[src/rtl/oc_pkg.sv]
// Shared types and constants for the operand-collector bank arbiter.
// Register index layout: bank in [1:0], row in [4:2].
package oc_pkg;
  localparam int NUM_UNITS = 4;
  localparam int NUM_BANKS = 4;
  localparam int OCID_W    = 3;
  localparam int NUM_REQ   = 2 * NUM_UNITS;
  localparam int IDX_W     = 3;
  localparam int REG_W     = 5;
  localparam int BANK_LSB  = 0;
  localparam int BANK_W    = 2;
  localparam int ROW_LSB   = 2;
  localparam int ROW_W     = 3;

  typedef logic [BANK_W-1:0] bank_t;
  typedef logic [ROW_W-1:0]  row_t;

  typedef struct packed {
    logic       valid;
    logic [1:0] unit;
    logic       slot;
  } ocid_t;

  function automatic bank_t reg_bank(input logic [REG_W-1:0] r);
    return r[BANK_LSB +: BANK_W];
  endfunction

  function automatic row_t reg_row(input logic [REG_W-1:0] r);
    return r[ROW_LSB +: ROW_W];
  endfunction
endpackage

[src/rtl/oc_rr_arb8.sv]
// 8-request round-robin picker: first request at or after ptr, wrapping 7->0.
// Purely combinational; no flow control of its own.
module oc_rr_arb8
  import oc_pkg::*;
(
  input  logic [NUM_REQ-1:0] req,
  input  logic [IDX_W-1:0]   ptr,
  output logic [NUM_REQ-1:0] gnt,
  output logic [IDX_W-1:0]   idx,
  output logic               any
);

  logic [IDX_W-1:0] cand;

  always_comb begin
    gnt  = '0;
    idx  = ptr;
    any  = 1'b0;
    cand = '0;
    for (int k = 0; k < NUM_REQ; k++) begin
      cand = ptr + IDX_W'(k);
      if (!any && req[cand]) begin
        any = 1'b1;
        idx = cand;
      end
    end
    gnt[idx] = any;
  end

endmodule

[src/rtl/oc_bank_arbiter.sv]
// Allocates instructions to collector units and round-robins bank reads; grant tag/row registered (1 cycle).
// Alloc_Rdy low when all units busy; RF_WR_b blocks bank b for that cycle.
module oc_bank_arbiter
  import oc_pkg::*;
(
  input  logic             clk,
  input  logic             rst,
  input  logic             Valid_RAU_Collecting,
  input  logic             Src1_Vld,
  input  logic             Src2_Vld,
  input  logic [REG_W-1:0] Src1_Reg,
  input  logic [REG_W-1:0] Src2_Reg,
  input  logic             RF_WR_0,
  input  logic             RF_WR_1,
  input  logic             RF_WR_2,
  input  logic             RF_WR_3,
  input  logic [3:0]       Issue_Grt,
  output logic             Alloc_Rdy,
  output logic [1:0]       Alloc_Unit,
  output logic             Alloc_Fire,
  output logic [3:0]       ocid_0,
  output logic [3:0]       ocid_1,
  output logic [3:0]       ocid_2,
  output logic [3:0]       ocid_3,
  output logic [2:0]       Rd_Row_0,
  output logic [2:0]       Rd_Row_1,
  output logic [2:0]       Rd_Row_2,
  output logic [2:0]       Rd_Row_3,
  output logic [3:0]       Unit_Rdy
);

  logic [NUM_UNITS-1:0] busy;
  logic [NUM_REQ-1:0]   pend;
  logic [NUM_REQ-1:0]   pend_nxt;
  bank_t                req_bank [NUM_REQ];
  row_t                 req_row  [NUM_REQ];
  logic [IDX_W-1:0]     rr_ptr   [NUM_BANKS];
  ocid_t                ocid_q   [NUM_BANKS];
  row_t                 rd_row_q [NUM_BANKS];

  logic [NUM_BANKS-1:0] rf_wr;
  logic [NUM_REQ-1:0]   bank_req [NUM_BANKS];
  logic [NUM_REQ-1:0]   bank_gnt [NUM_BANKS];
  logic [IDX_W-1:0]     bank_idx [NUM_BANKS];
  logic [NUM_BANKS-1:0] bank_any;
  logic [NUM_REQ-1:0]   gnt_all;
  logic [NUM_UNITS-1:0] alloc_oh;
  logic [NUM_UNITS-1:0] inflight;

  assign rf_wr = {RF_WR_3, RF_WR_2, RF_WR_1, RF_WR_0};

  // Allocation: lowest free unit, based on registered busy only.
  always_comb begin
    Alloc_Unit = '0;
    for (int u = NUM_UNITS - 1; u >= 0; u--) begin
      if (!busy[u]) Alloc_Unit = 2'(u);
    end
  end

  assign Alloc_Rdy  = ~&busy;
  assign Alloc_Fire = Valid_RAU_Collecting & Alloc_Rdy;

  always_comb begin
    alloc_oh = '0;
    alloc_oh[Alloc_Unit] = Alloc_Fire;
  end

  always_comb begin
    for (int b = 0; b < NUM_BANKS; b++) begin
      bank_req[b] = '0;
      for (int i = 0; i < NUM_REQ; i++) begin
        bank_req[b][i] = pend[i] && (req_bank[i] == bank_t'(b)) && !rf_wr[b];
      end
    end
  end

  for (genvar b = 0; b < NUM_BANKS; b++) begin : g_arb
    oc_rr_arb8 u_arb (
      .req (bank_req[b]),
      .ptr (rr_ptr[b]),
      .gnt (bank_gnt[b]),
      .idx (bank_idx[b]),
      .any (bank_any[b])
    );
  end

  always_comb begin
    gnt_all = '0;
    for (int b = 0; b < NUM_BANKS; b++) gnt_all = gnt_all | bank_gnt[b];
  end

  // A freshly allocated unit has no pending grants, so its slots can be overwritten.
  always_comb begin
    pend_nxt = pend & ~gnt_all;
    if (Alloc_Fire) begin
      pend_nxt[{Alloc_Unit, 1'b0}] = Src1_Vld;
      pend_nxt[{Alloc_Unit, 1'b1}] = Src2_Vld;
    end
  end

  always_ff @(posedge clk or posedge rst) begin
    if (rst) begin
      busy <= '0;
      pend <= '0;
      for (int i = 0; i < NUM_REQ; i++) begin
        req_bank[i] <= '0;
        req_row[i]  <= '0;
      end
    end else begin
      busy <= (busy & ~Issue_Grt) | alloc_oh;
      pend <= pend_nxt;
      if (Alloc_Fire) begin
        req_bank[{Alloc_Unit, 1'b0}] <= reg_bank(Src1_Reg);
        req_row[{Alloc_Unit, 1'b0}]  <= reg_row(Src1_Reg);
        req_bank[{Alloc_Unit, 1'b1}] <= reg_bank(Src2_Reg);
        req_row[{Alloc_Unit, 1'b1}]  <= reg_row(Src2_Reg);
      end
    end
  end

  always_ff @(posedge clk or posedge rst) begin
    if (rst) begin
      for (int b = 0; b < NUM_BANKS; b++) begin
        ocid_q[b]   <= '0;
        rd_row_q[b] <= '0;
        rr_ptr[b]   <= '0;
      end
    end else begin
      for (int b = 0; b < NUM_BANKS; b++) begin
        if (bank_any[b]) begin
          ocid_q[b].valid <= 1'b1;
          ocid_q[b].unit  <= bank_idx[b][2:1];
          ocid_q[b].slot  <= bank_idx[b][0];
          rd_row_q[b]     <= req_row[bank_idx[b]];
          rr_ptr[b]       <= bank_idx[b] + IDX_W'(1);
        end else begin
          ocid_q[b] <= '0;
        end
      end
    end
  end

  // A unit is not ready while its last operand is still being read out.
  always_comb begin
    inflight = '0;
    for (int b = 0; b < NUM_BANKS; b++) begin
      if (ocid_q[b].valid) inflight[ocid_q[b].unit] = 1'b1;
    end
  end

  always_comb begin
    for (int u = 0; u < NUM_UNITS; u++) begin
      Unit_Rdy[u] = busy[u] & ~pend[2*u] & ~pend[2*u+1] & ~inflight[u];
    end
  end

  assign ocid_0   = ocid_q[0];
  assign ocid_1   = ocid_q[1];
  assign ocid_2   = ocid_q[2];
  assign ocid_3   = ocid_q[3];
  assign Rd_Row_0 = rd_row_q[0];
  assign Rd_Row_1 = rd_row_q[1];
  assign Rd_Row_2 = rd_row_q[2];
  assign Rd_Row_3 = rd_row_q[3];

endmodule

[config.mk]
export PLATFORM = sky130hd
export DESIGN_NAME = oc_bank_arbiter
export DESIGN_NICKNAME = d
export VERILOG_FILES = /design/src/rtl/oc_pkg.sv /design/src/rtl/oc_rr_arb8.sv /design/src/rtl/oc_bank_arbiter.sv
export SDC_FILE = /design/constraint.sdc
export NUM_CORES = 1
export LEC_CHECK = 0
export ABC_AREA = 1
export BUFFER_PORTS_ARGS = -buffer_cell sky130_fd_sc_hd__buf_2
export CAP_MARGIN = 20
export CORE_MARGIN = 10
export CORE_UTILIZATION = 25
export DETAILED_ROUTE_END_ITERATION = 16
export PLACE_DENSITY_LB_ADDON = 0.1
export SETUP_SLACK_MARGIN = 0.05
export SYNTH_ARGS = -nofsm -noshare
export SYNTH_HDL_FRONTEND = slang
export SYNTH_HIERARCHICAL = 1
export SYNTH_SLANG_ARGS = --single-unit
export TNS_END_PERCENT = 5
[constraint.sdc]
create_clock -name clk -period 4.6 [get_ports clk]
set_input_delay 0.92 -clock clk [delete_from_list [all_inputs] [get_ports clk]]
set_output_delay 0.92 -clock clk [all_outputs]
set_load 0.005 [all_outputs]
* Word level (Yosys, flattened, before mapping) *
Cells that the tools add are included.

cells by class
  order comparisons = 62
  equal/unequal tests = 24
  multiplexer cells = 185
  bitwise gates (word level) = 47
  add/subtract/negate cells = 32
  reduce and logical (&&, ||, !) cells = 147

operator list
  kind                                                  count
  < comparator 3 x 4 -> 1 bit (second input constant)   38
  2-to-1 mux 3 bit                                      38
  logical AND 1 bit                                     105
  binary-select mux 1 bit (select 3 bit)                32
  2-to-1 mux 1 bit                                      75
  adder 3 bit (second input constant)                   16
  bitwise mux 24 bit                                    2
  bitwise AND 8 bit                                     5
  binary-select mux 3 bit (select 3 bit)                4
  logical NOT 1 bit                                     33
  bitwise mux 16 bit                                    2
  equality test 2 bit (second input constant)           16
  2-to-1 mux 4 bit                                      8
  adder 3 x 1 -> 3 bit (second input constant)          8
  adder 3 x 2 -> 3 bit (second input constant)          8
  >= comparator 4 bit (second input constant)           6
  inverter 3 -> 4 bit                                   6
  bitwise OR 8 bit                                      3
  demux 3 bit (select 3 bit)                            2
  >= comparator 3 x 1 -> 1 bit (second input constant)  6
  bitwise mux 8 bit                                     2
  equality test 2 x 1 -> 1 bit (second input constant)  8
  logical NOT 2 bit                                     8
  bitwise OR 4 bit                                      4
  other kinds (14)                                      62

word-level totals
  bits of input ports = 23
  logic and storage cells = 535
  output and inout bits = 36
  bits in registers = 92

* Logic depth before layout (Yosys ltp) *
  word-level depth = 40
  mapped depth = 24
  gate-level depth less buffers = 24

* Hierarchy *
Netlist, hierarchy kept.

by module, submodules not included
  module                            seq. area each (um^2)  instances  cells each  area an instance (um^2)
  oc_bank_arbiter                   2302.2                 1          686         4921.0
  oc_rr_arb8 at g_arb[0].u_arb ...  0.0                    3          164         877.1
  oc_rr_arb8 at g_arb[3].u_arb      0.0                    1          171         873.3

* Worst setup path before layout *
Ideal clock, no wire load.

  path type = input to register
  start = input port RF_WR_2
  end = register rd_row_q, in the netlist Rd_Row_2[0]
  path buffers = 2
  setup time = 124 ps
  slack = 1378 ps
  data required time = 4476 ps
  stages = 20
  arrival time = 3099 ps
  cell sequence = clkbuf_1 -> nor4_1 -> nand2_1 -> nand3_1 -> nand2_1 -> nand2_1 -> nand2_2 -> inv_1 -> nand3_1 -> inv_1 -> nand2_1 -> nand3_1 -> nand3_1 -> a21oi_4 -> clkbuf_1 -> inv_1 -> nand3_1 -> nand2_1 -> nand2_1 -> nand3_1

RTL lines
  item                           RTL line                source
  start, declared                oc_bank_arbiter.sv:15   input logic RF_WR_2,
  end signal, assigned by index  oc_bank_arbiter.sv:134  rd_row_q[b] <= req_row[bank_idx[b]];
  end, declared                  oc_bank_arbiter.sv:39   row_t rd_row_q [NUM_BANKS];

==> results.sh <==
export IMPL_rr_endpoint="Rd_Row_3[0]$_DFFE_PP0P_"
export IMPL_grt_max_degree=41
export IMPL_max_slew_margin_rel_pct=31.1
export IMPL_critPathKind="reg -> reg"
export IMPL_grtUsageTotal_pct=15.6
export IMPL_die_y_um=204
export IMPL_wl_mm=32.5
export IMPL_synth_cell_type_count=42
export IMPL_hold_viol=0
export IMPL_grt_overflow=0
export IMPL_fmax_mhz=266
export IMPL_post_cts_setup_buffers=0
export IMPL_std_cell_rows=67
export IMPL_reg2reg_from="rr_ptr[1]$_DFFE_PP0P_"
export IMPL_die_area_um2=41400
export IMPL_synthArstFlopShare_pct=100
export IMPL_drv_slew=0
export IMPL_syn_to_final_growth_pct=13.1
export IMPL_firstDrtPassIters=5
export IMPL_fin_skew_ps=10.1
export IMPL_r2r_slack_ps=840
export IMPL_place_congestion=0.861
export IMPL_wire_per_inst_um=17.6
export IMPL_critPathCapture="Rd_Row_3[0]$_DFFE_PP0P_"
export IMPL_nNetsFinal=1430
export IMPL_crit_path_start="rr_ptr[1]$_DFFE_PP0P_"
export IMPL_drive_above_1_share_pct=14.4
export IMPL_stdcell_count=1848
export IMPL_grt_pass1_vias=8506
export IMPL_cts_resized_gates=0
export IMPL_end_kind="register"
export IMPL_root_buffer="clkbuf_16"
export IMPL_dp_hpwl_mm=25.7
export IMPL_cts_tree="yes"
export IMPL_register_area_um2=2300
export IMPL_numCtsBuffers=9
export IMPL_synth_ff_latch_count=92
export IMPL_postCtsHoldBufs=0
export IMPL_cp_data_arrival_time_ps=4000
export IMPL_synth_seq_area_share_pct=27.3
export IMPL_syn_area_per_cell_um2=6.25
export IMPL_synth_cells=1349
export IMPL_cp_cell_sequence="inv_2 -> ha_1 -> inv_1 -> nand3_1 -> nand3_2 -> nand2_4 -> nor2_4 -> nand4_4 -> nor2_8 -> nand3_4 -> o21ai_2 -> inv_1 -> nand2_1 -> nand3_1 -> nand3_1 -> nand3_1"
export IMPL_syn_nets=1384
export IMPL_post_route_period_util_pct=81.7
export IMPL_drtIter0Drc=796
export IMPL_worstMarginPinSlew_ps=1030
export IMPL_via_per_inst=4.78
export IMPL_cp_common_cell="nand3_1"
export IMPL_die_w_um=204
export IMPL_placed_cells=1832
export IMPL_status="complete, no violations"
export IMPL_final_cell_area_um2=9530
export IMPL_yosys_warnings=6
export IMPL_multi_input_area_um2=5270
export IMPL_hp_class="reg -> reg"
export IMPL_worstPathRequired_ps=4840
export IMPL_final_core_util_pct=28.6
export IMPL_clk_pin_slew_worst_paths_ps=70
export IMPL_htreeDepth=3
export IMPL_mostFrequentLayoutCells="nand2_1 (506), nand3_1 (275), inv_1 (121)"
export IMPL_insertion_delay_ps=370
export IMPL_synth_ff_type="dfrtp_1"
export IMPL_final_common_cell="nand2_1"
export IMPL_route_vias_total=8826
export IMPL_netlist_area_um2=8430
export IMPL_slowest_delay_ps=590
export IMPL_antenna_found_initial=0
export IMPL_place_area_um2=9170
export IMPL_setup_viol=0
export IMPL_period_needed_ps=3760
export IMPL_maxCapViolCount=0
export IMPL_drcViolationCount=0
export IMPL_port_buffers=58
export IMPL_start_util_pct=25.3
export IMPL_core_um2=33400
export IMPL_rsz0062_at_grt="no"
export IMPL_cp_slowest_cell="dfrtp_1"
export IMPL_critPathLaunchType="register"
export IMPL_drt_antenna_violating_nets=0
export IMPL_clockBufferDepth=2
export IMPL_nFillCells=3815
export IMPL_diodes=0
export IMPL_cp_max_fo=16
export IMPL_num_io_pins=59
export IMPL_ff2ff_path_depth=16
export IMPL_cts_num_sinks=92
export IMPL_synth_edff_count=0
export IMPL_grt_pass1_wl_mm=50.3
export IMPL_setup_tns_final_ps=0
-- cell families after synthesis --
| group | synth area share, % |
|---|---|
| buffers and inverters | 10.2 |
| flip-flops | 27.3 |
| adder cells (fa/ha/maj) | 1.78 |
| AO/OA/AOI/OAI | 4.71 |
| AND/OR/NAND/NOR | 53.4 |
| XOR/XNOR | 2.60 |
-- state kept, by name, indices dropped and copies added, names as in the netlist --
register	cells
Rd_Row_0	3
rr_ptr	12
ocid_1	4
pend	8
Rd_Row_3	3
req_bank	16
Rd_Row_1	3
ocid_0	4
ocid_2	4
busy	4
Rd_Row_2	3
req_row	24
ocid_3	4
-- cells in the mapped netlist (3+ instances only) --
| cell type | instances | area [um2] |
|---|---|---|
| nand3_1 | 275 | 1380 |
| nand4_4 | 4 | 85.1 |
| xnor2_4 | 3 | 82.6 |
| nor2_1 | 84 | 315 |
| inv_2 | 29 | 109 |
| o21ai_1 | 6 | 30.0 |
| a21oi_4 | 3 | 48.8 |
| nand3_2 | 10 | 100 |
| buf_2 | 10 | 50.1 |
| dfrtp_1 | 92 | 2300 |
| nand2_2 | 20 | 125 |
| nand4_1 | 6 | 37.5 |
| o211ai_1 | 3 | 22.5 |
| nor2_4 | 8 | 90.1 |
| ha_1 | 12 | 150 |
| a31oi_1 | 7 | 43.8 |
| bufinv_8 | 3 | 52.6 |
| xor2_2 | 3 | 48.8 |
| a21oi_1 | 9 | 45.0 |
| xor2_1 | 8 | 70.1 |
| clkbuf_1 | 17 | 63.8 |
| nand3_4 | 4 | 70.1 |
| nor2_2 | 8 | 50.1 |
| o21ai_2 | 5 | 43.8 |
| buf_6 | 9 | 101 |
| nor3_1 | 26 | 130 |
| nor4_1 | 14 | 87.6 |
| nand2_1 | 506 | 1900 |
| nor2_8 | 4 | 80.1 |
| o21ai_0 | 24 | 120 |
| inv_1 | 122 | 458 |
-- through the flow --
| stage | hold slack [ps] | setup slack (ps) |
|---|---|---|
| detailed placement | 459 | 587 |
| global route | 503 | 464 |
| finish | 472 | 843 |
| floorplan | 442 | 1290 |
| global placement | 456 | 530 |
| CTS | 477 | 798 |
-- worst max-delay path, delay by kind of cell (launching register included) --
kind	cells	cell delay, ps
compound gates	1	580
fa+ha+maj	1	450
buf+inv	3	740
flops	1	590
simple gates	11	1250
-- area by class of cell --
type / count / share of cell area (%)
multi-input combinational: 1064 / 55.3
inverter: 155 / 6.59
tap: 448 / 5.88
timing repair buffer: 73 / 4.31
clock buffer: 11 / 2.65
sequential: 92 / 24.2
clock inverter: 5 / 1.12
-- worst min-delay path by stage --
stage	start	endpoint	cells after the start
6_report	req_row[20]$_DFFE_PP0P_	req_row[20]$_DFFE_PP0P_	2
5_1_grt	req_row[22]$_DFFE_PP0P_	req_row[22]$_DFFE_PP0P_	2
4_1_cts	req_row[19]$_DFFE_PP0P_	req_row[19]$_DFFE_PP0P_	2
3_3_place_gp	req_row[23]$_DFFE_PP0P_	req_row[23]$_DFFE_PP0P_	2
2_1_floorplan	req_row[18]$_DFFE_PP0P_	req_row[18]$_DFFE_PP0P_	2
3_5_place_dp	req_row[20]$_DFFE_PP0P_	req_row[20]$_DFFE_PP0P_	2
-- routing by layer --
| layer | up-vias | track usage (%) | share of wire, % |
|---|---|---|---|
| met5 | - | 0 | 0 |
| met2 | 193 | 25.5 | 46 |
| met3 | 31 | 1.84 | 3.7 |
| met1 | 4171 | 21.2 | 48 |
| li1 | 4431 | - | - |
| met4 | 0 | 4.05 | 2.0 |
Power is left out: the tool's default activity adds up to more than one toggle a clock period on the data nets, which glitch-free logic cannot reach.
